**src/rtl/philo_pkg.sv**
```systemverilog
// Shared types for the dining-philosophers ring.
package philo_pkg;

  typedef enum logic [1:0] {
    THINKING = 2'd0,
    HUNGRY   = 2'd1,
    EATING   = 2'd2,
    READING  = 2'd3
  } t_state;

endpackage

```
**src/rtl/philo_cell.sv**
```systemverilog
// One philosopher: state machine, hunger wait counter, starvation flag and
// saturating eat counter. Neighbour inputs are the registered ring states.
import philo_pkg::*;

module philo_cell #(
  parameter int MAX_WAIT = 8,
  parameter int CW       = 8
) (
  input  logic          clk,
  input  logic          rst_n,
  input  logic          hungry_req,
  input  logic          done_req,
  input  t_state        left_state,
  input  t_state        right_state,
  input  logic          left_starve,
  output t_state        state_o,
  output logic          starve_o,
  output logic [CW-1:0] eat_cnt_o
);

  localparam int WW = $clog2(MAX_WAIT + 1);
  localparam logic [WW-1:0] WMAX = WW'(MAX_WAIT);

  t_state        state_q, state_d;
  logic [WW-1:0] wait_q, wait_d;
  logic          starve_q, starve_d;
  logic [CW-1:0] eat_cnt_q, eat_cnt_d;
  logic          eat_go;

  // Next-state and counter update logic.
  always_comb begin
    state_d   = state_q;
    eat_go    = 1'b0;
    wait_d    = '0;
    starve_d  = 1'b0;
    eat_cnt_d = eat_cnt_q;

    case (state_q)
      THINKING: begin
        if (right_state == READING) state_d = READING;
        else if (hungry_req)        state_d = HUNGRY;
      end
      READING: begin
        if (left_state == THINKING) state_d = THINKING;
      end
      EATING: begin
        if (done_req) state_d = THINKING;
      end
      HUNGRY: begin
        // A starving left neighbour wins the shared fork.
        if ((left_state != EATING) && (right_state != HUNGRY) &&
            (right_state != EATING) && !left_starve) begin
          state_d = EATING;
          eat_go  = 1'b1;
        end
      end
    endcase

    if (state_q == HUNGRY) wait_d = (wait_q == WMAX) ? wait_q : wait_q + 1'b1;

    // Starvation only exists while hungry, and is dropped on the edge into EATING.
    starve_d = (state_q == HUNGRY) && !eat_go && (starve_q || (wait_q == WMAX));

    if (eat_go && (eat_cnt_q != '1)) eat_cnt_d = eat_cnt_q + 1'b1;
  end

  // State and counter registers.
  always_ff @(posedge clk or negedge rst_n) begin
    if (!rst_n) begin
      state_q   <= THINKING;
      wait_q    <= '0;
      starve_q  <= 1'b0;
      eat_cnt_q <= '0;
    end else begin
      state_q   <= state_d;
      wait_q    <= wait_d;
      starve_q  <= starve_d;
      eat_cnt_q <= eat_cnt_d;
    end
  end

  assign state_o   = state_q;
  assign starve_o  = starve_q;
  assign eat_cnt_o = eat_cnt_q;

endmodule

```
**src/rtl/philo_ring.sv**
```systemverilog
// Ring of N philosophers; left = (i+1) mod N, right = (i+N-1) mod N.
import philo_pkg::*;

module philo_ring #(
  parameter int N        = 5,
  parameter int MAX_WAIT = 8,
  parameter int CW       = 8
) (
  input  logic            clk,
  input  logic            rst_n,
  input  logic [N-1:0]    hungry_req,
  input  logic [N-1:0]    done_req,
  output logic [2*N-1:0]  state_o,
  output logic [N-1:0]    starve_o,
  output logic [N*CW-1:0] eat_cnt_o,
  output logic            any_starve_o
);

  t_state       st [N];
  logic [N-1:0] starve;

  for (genvar i = 0; i < N; i++) begin : g_cell
    localparam int L = (i + 1) % N;
    localparam int R = (i + N - 1) % N;

    philo_cell #(
      .MAX_WAIT(MAX_WAIT),
      .CW      (CW)
    ) u_cell (
      .clk        (clk),
      .rst_n      (rst_n),
      .hungry_req (hungry_req[i]),
      .done_req   (done_req[i]),
      .left_state (st[L]),
      .right_state(st[R]),
      .left_starve(starve[L]),
      .state_o    (st[i]),
      .starve_o   (starve[i]),
      .eat_cnt_o  (eat_cnt_o[CW*i +: CW])
    );

    assign state_o[2*i +: 2] = st[i];
  end

  assign starve_o     = starve;
  assign any_starve_o = |starve;

endmodule

```
**config.mk**
```make
export PLATFORM = sky130hd
export DESIGN_NAME = philo_ring
export DESIGN_NICKNAME = d
export VERILOG_FILES = /design/src/rtl/philo_pkg.sv /design/src/rtl/philo_cell.sv /design/src/rtl/philo_ring.sv
export SDC_FILE = /design/constraint.sdc
export NUM_CORES = 1
export LEC_CHECK = 0
export BUFFER_PORTS_ARGS = -buffer_cell sky130_fd_sc_hd__buf_2
export CAP_MARGIN = 25
export CORE_UTILIZATION = 40
export DETAILED_ROUTE_END_ITERATION = 16
export PLACE_DENSITY = 0.68
export SYNTH_ARGS = -nofsm -noshare
export SYNTH_HDL_FRONTEND = slang
export SYNTH_SLANG_ARGS = --single-unit
```
**constraint.sdc**
```tcl
create_clock -name clk -period 2.8 [get_ports clk]
set_input_delay 0.28 -clock clk [delete_from_list [all_inputs] [get_ports clk]]
set_output_delay 0.28 -clock clk [all_outputs]
set_load 0.02 [all_outputs]
```
==> impl_metrics.json, run 1 <==
{
  "htreeDepth": 3,
  "whs_path_depth": 4,
  "multiInputGateArea_um2": 1830,
  "r2r_cells": 4,
  "finalSetupTns_ps": 0,
  "min_period_over_period": 0.751,
  "most-common-layout-cells": "dfrtp_1, buf_2, nor2_1, xnor2_1, nand2_1",
  "syn_inst": 376,
  "clkTransAtPathRegs_ps": 80,
  "skew_ps": 11.7,
  "hp-start": "done_req[1]",
  "worst-path-buf-inv": 0,
  "tightest_slew_ps": 626,
  "hpwl_um": 5590,
  "ios": 68,
  "hold_class": "in -> reg",
  "max-vdd-ir-drop_uv": 531,
  "postRouteAntennaNets": 0,
  "antenna_found_initial": 0,
  "min_period_ps": 2100,
  "area_delta_synth_final_pct": 16.0,
  "drive_gt1_frac": 0.219,
  "regArea_um2": 1880,
  "pre_cts_ws_ps": 711,
  "maxCapViolCount": 0,
  "ys_warn_count": 0,
  "wl_per_cell_um": 13.5,
  "finalHoldViolCount": 0,
  "diodes": 0,
  "finalSetupViolCount": 0,
  "synth_cell_types": 38,
  "fin_ws_ps": 697,
  "num_rows": 35,
  "first_pass_iters": 4,
  "ys_ff_latch": 75,
  "dieArea_um2": 10000,
  "nFillCells": 906,
  "drc": 0,
  "drtIter0Drc": 72,
  "worstPathArrival_ps": 2330,
  "die_h_um": 100,
  "path_cells": "nand2b_1, or4_4, nor2_1, mux2_2",
  "fmax_ghz": 0.475,
  "die_w_um": 100,
  "critPathMaxFanout": 11,
  "cpMaxStageDelayCell": "or4_4",
  "clockRootBuffer": "clkbuf_8",
  "cts_setup_buffers": 0,
  "cpPeakStageDelay_ps": 580,
  "r2r-end": "g_cell[1].u_cell.eat_cnt_o[1]",
  "viasPerCell": 5.12,
  "synth_area_um2": 3850,
  "reg2reg_from": "g_cell[1].u_cell.state_o[1]",
  "cts-buffers-inserted": 9,
  "clock_path_buffers": 2,
  "grt_pass1_wl_um": 13000,
  "p_leak_uw": 0.00207,
  "cp_top_family": "simple AND/OR/NAND/NOR gates",
  "startpoint_type": "flip-flop",
  "synthesis.nets": 403,
  "worst-r2r-setup-slack_ps": 700,
  "initial_core_util": 0.415,
  "cp.required_ps": 3030,
  "grt_max_degree": 76,
  "coreArea_um2": 9280,
  "fin_nets": 465,
  "status": "complete, no violations",
  "slew_violations": 0,
  "cp-startpoint": "g_cell[1].u_cell.state_o[1]",
  "ys_seq_area_frac": 0.487,
  "wl_um": 7740,
  "critPathKind": "reg -> reg",
  "min_to": "g_cell[1].u_cell.state_o[1]",
  "vias": 2921,
  "relSlewSlack": 0.579,
  "overflow": 0,
  "place.gp.congestion": 0.794,
  "grtUsageTotal": 0.165,
  "final_common_cell": "dfrtp_1",
  "grt_pass1_vias": 2780,
  "cts_sinks": 75,
  "rsz0062_at_grt": "no",
  "power_density_nw_per_um2": 1020,
  "portBuffers": 67,
  "avgSynthCellArea_um2": 10.2,
  "clkLatencyLatePin_ps": 340,
  "cts_tree": "done",
  "cp-end-kind": "flip-flop"
}
[per-layer routing]
metal,vias up,track usage,wire (um)
met1,1425,0.215,3590
li1,1434,-,-
met5,-,0,0
met3,9,0.0439,369
met4,0,0.0624,95
met2,53,0.265,3680
[worst max-delay path by stage]
| stage | endpoint | depth (start not counted) |
|---|---|---|
| 5_1_grt | g_cell[0].u_cell.eat_cnt_o[1] | 4 |
| 2_1_floorplan | g_cell[1].u_cell.eat_cnt_o[1] | 5 |
| 3_5_place_dp | g_cell[1].u_cell.eat_cnt_o[1] | 4 |
| 3_3_place_gp | g_cell[1].u_cell.eat_cnt_o[1] | 4 |
| 4_1_cts | g_cell[1].u_cell.eat_cnt_o[1] | 4 |
| 6_report | g_cell[1].u_cell.eat_cnt_o[1] | 4 |
[through the flow]
stage                     power (uW)  utilization  instance area [um2]  cells  hold slack, ps
after floorplan                 3280            -                 3850    376           -15.6
after global placement          3720        0.457                 4240    554             476
after detailed placement        3780        0.457                 4240    554             484
after CTS                       4620        0.477                 4430    569             115
after global routing            4930        0.482                 4470    571             263
final                           4580        0.482                 4470    571             271
[worst reg2reg max path, stage by stage (launching register included)]
cell,delay [ps]
dfrtp_1,490
nand2b_1,300
or4_4,580
nor2_1,260
mux2_2,370
[sequential cells by signal, summed over array words and instances (netlist names)]
| name | flops |
|---|---|
| g_cell.u_cell.eat_cnt_o | 40 |
| g_cell.u_cell.wait_q | 20 |
| g_cell.u_cell.state_o | 10 |
| g_cell.u_cell.starve_o | 5 |
[cells in the mapped netlist]
master | instances | area share
a31oi_1 | 7 | 0.011
a22oi_1 | 1 | 0.0019
inv_1 | 10 | 0.0097
nor2_1 | 38 | 0.037
and2_1 | 3 | 0.0049
clkbuf_1 | 5 | 0.0049
nand3b_1 | 2 | 0.0039
mux2i_1 | 5 | 0.013
nor2b_1 | 9 | 0.015
and4_1 | 3 | 0.0068
nor4_4 | 2 | 0.011
xnor2_1 | 26 | 0.059
o31ai_1 | 2 | 0.0039
xor2_1 | 19 | 0.043
o21ai_0 | 11 | 0.014
ha_1 | 15 | 0.049
and3_1 | 8 | 0.013
buf_4 | 6 | 0.012
buf_6 | 2 | 0.0058
a21oi_1 | 20 | 0.026
mux2_2 | 7 | 0.020
nand2b_4 | 1 | 0.0036
dfrtp_1 | 75 | 0.49
nand2b_1 | 6 | 0.0097
buf_2 | 5 | 0.0065
nand4b_1 | 3 | 0.0068
nand2_1 | 21 | 0.020
o21a_1 | 1 | 0.0019
o31a_1 | 3 | 0.0068
or2_2 | 1 | 0.0016
nand4_1 | 10 | 0.016
o211ai_1 | 3 | 0.0058
nor4_2 | 1 | 0.0032
or4_4 | 2 | 0.0058
nor3_1 | 17 | 0.022
a22o_1 | 2 | 0.0045
nand3_1 | 20 | 0.026
nor4_1 | 4 | 0.0065
[cell type report]
type | count | share of cell area
clock inverter | 6 | 0.0151
clock buffer | 9 | 0.0277
inverter | 10 | 0.00840
sequential | 75 | 0.420
multi-input combinational | 273 | 0.409
timing repair buffer | 69 | 0.0840
tap | 129 | 0.0361
[report_power, final]
group / switching [uW] / internal [uW]
Combinational: 1120 / 779
Sequential: 459 / 1390
Clock: 413 / 408
Total: 2000 / 2580
[cell families (layout without fill, tap and decap cells)]
| kind of cell | Yosys count | count (layout) | share of synthesized area |
|---|---|---|---|
| AOI/OAI and AO/OA | 50 | 50 | 0.0766 |
| xor gates and xnor gates | 45 | 45 | 0.102 |
| adders and majority gates | 15 | 15 | 0.0487 |
| buffers and inverters | 28 | 94 | 0.0386 |
| DFF | 75 | 75 | 0.487 |
| muxes | 12 | 12 | 0.0334 |
| and+or+nand+nor | 151 | 151 | 0.213 |
[repair_timing]
item,4_1_cts,5_1_grt
gates resized for setup,0,0
hold buffers,0,1
setup endpoints to repair,0,0
endpoints found under the hold margin,0,24
Note: power is estimated with default switching activity, not from simulation.
==> run 2, diff against run 1 <==
Clock period 2.8 ns to 2 ns, I/O delays scaled along.
==> run 2 against run 1 <==
Compared with the run above: combinational power grew 65%; wire length grew 3.2%; total power grew 50%; clock skew is essentially flat; design area grew 3.8%; critical path type unchanged; hold slack lost 100 ps; die area is the same; setup slack lost 570 ps; first-iteration DRC count grew 39%; flip-flop and latch count is the same; via count grew 1.3%.
==> impl_metrics.json, run 2 (same netlist as run 1, synthesis figures left out) <==
{
  "maxCapViolCount": 0,
  "max-vdd-ir-drop_uv": 752,
  "nFillCells": 894,
  "num_rows": 35,
  "fin_util": 0.500,
  "initial_core_util": 0.415,
  "rsz0062_at_grt": "no",
  "drive_gt1_frac": 0.257,
  "finalHoldViolCount": 0,
  "cts-buffers-inserted": 9,
  "cp-end-kind": "flip-flop",
  "antenna_found_initial": 0,
  "place.gp.congestion": 0.774,
  "clkTransAtPathRegs_ps": 90,
  "htreeDepth": 3,
  "hold_class": "in -> reg",
  "cts_tree": "done",
  "final_common_cell": "dfrtp_1",
  "portBuffers": 67,
  "vias": 2958,
  "startpoint_type": "flip-flop",
  "cpPeakStageDelay_ps": 530,
  "largest_reg_flops": 40,
  "grt_pass1_wl_um": 13500,
  "cpMaxStageDelayCell": "or4_4",
  "finalSetupViolCount": 0,
  "skew_ps": 11.3,
  "slew_violations": 0,
  "ios": 68,
  "die_w_um": 100,
  "clockRootBuffer": "clkbuf_8",
  "finalSetupTns_ps": 0,
  "clock_path_buffers": 2,
  "grt_max_degree": 39,
  "area_delta_synth_final_pct": 20.4,
  "cts_setup_buffers": 0,
  "cts_sinks": 75,
  "grt_pass1_vias": 2967,
  "wl_per_cell_um": 13.6,
  "clkLatencyLatePin_ps": 350,
  "tightest_slew_ps": 565,
  "die_h_um": 100,
  "relSlewSlack": 0.620,
  "worstPathArrival_ps": 2100,
  "min_period_over_period": 0.936,
  "drc": 0,
  "min_period_ps": 1870,
  "wl_um": 7980,
  "p_leak_uw": 0.00217,
  "critPathMaxFanout": 8,
  "power_density_nw_per_um2": 1480,
  "cp.required_ps": 2230,
  "fmax_ghz": 0.534,
  "post_cts_resized": 0,
  "hpwl_um": 5920,
  "postCtsHoldBufs": 1,
  "viasPerCell": 5.02,
  "drtIter0Drc": 100,
  "fin_nets": 482,
  "most-common-layout-cells": "dfrtp_1, buf_2, nor2_1, xnor2_1, nand2_1",
  "diodes": 0,
  "path_cells": "nor2b_1, or4_4, nor2_2, mux2_2",
  "dieArea_um2": 10000,
  "status": "complete, no violations",
  "critPathKind": "reg -> reg",
  "postRouteAntennaNets": 0,
  "first_pass_iters": 4,
  "grtUsageTotal": 0.172,
  "overflow": 0,
  "coreArea_um2": 9280
}
## run 2: cell types whose count changed in the layout (fill, tap and decap cells not counted)
cell	delta
nor4_2	-1
buf_12	+1
dfrtp_1	-1
clkinv_4	-1
nor2_1	-2
dfrtp_2	+1
clkbuf_8	+1
bufinv_16	+1
nor2_2	+2
buf_16	-1
nor4_4	+1
buf_4	+17
## run 2: final cells by class
class	count	area, um2	area share
Sequential cell	75	1880	0.405
Multi-Input combinational cell	273	1840	0.397
Timing Repair Buffer	86	495	0.107
Tap cell	129	161	0.0348
Clock buffer	10	138	0.0297
Clock inverter	6	88.8	0.0191
Inverter	10	37.5	0.00809
## run 2: per-layer routing
metal	global-route usage	part of all wire	wire length (um)	vias to the layer above
li1	-	-	-	1461
met1	0.218	0.46	3650	1435
met2	0.284	0.49	3930	54
met3	0.0425	0.035	280	8
met4	0.0624	0.014	113	0
met5	0	0	0	-
## run 2: report_power, final
part | switching, uW | total (uW) | internal (uW)
logic | 1840 | 3130 | 1300
registers | 463 | 2420 | 1950
clock network | 577 | 1310 | 736
## run 2: path summary, 6_finish.rpt
path                       slack, ps                           from  cells after the start                             to
setup / recovery                 130    g_cell[0].u_cell.state_o[1]                      4  g_cell[4].u_cell.eat_cnt_o[1]
hold / removal                   170                    done_req[1]                      4    g_cell[1].u_cell.state_o[1]
setup reg to reg                 130    g_cell[0].u_cell.state_o[1]                      4  g_cell[4].u_cell.eat_cnt_o[1]
hold reg to reg                  490  g_cell[0].u_cell.eat_cnt_o[6]                      1  g_cell[0].u_cell.eat_cnt_o[6]
max in group asynchronous       1060                          rst_n                      3  g_cell[1].u_cell.eat_cnt_o[0]
min in group asynchronous        350                          rst_n                      2  g_cell[0].u_cell.eat_cnt_o[3]
## run 2: worst max-delay path, delay by kind of cell, from the launching register on
kind             cells  cell delay (ps)
and+or+nand+nor      3              930
DFF                  1              460
muxes                1              350
## run 2: stage by stage
step | cells | area (um2) | hold WS [ps] | total power [uW] | setup WS (ps)
after floorplan | 376 | 3870 | -95.6 | 4620 | -29.2
after global placement | 572 | 4400 | 205 | 5480 | 175
after detailed placement | 572 | 4400 | 201 | 5590 | 155
after CTS | 589 | 4640 | 139 | 6940 | 126
after global routing | 589 | 4640 | 191 | 7400 | 51.9
final | 589 | 4640 | 171 | 6870 | 127
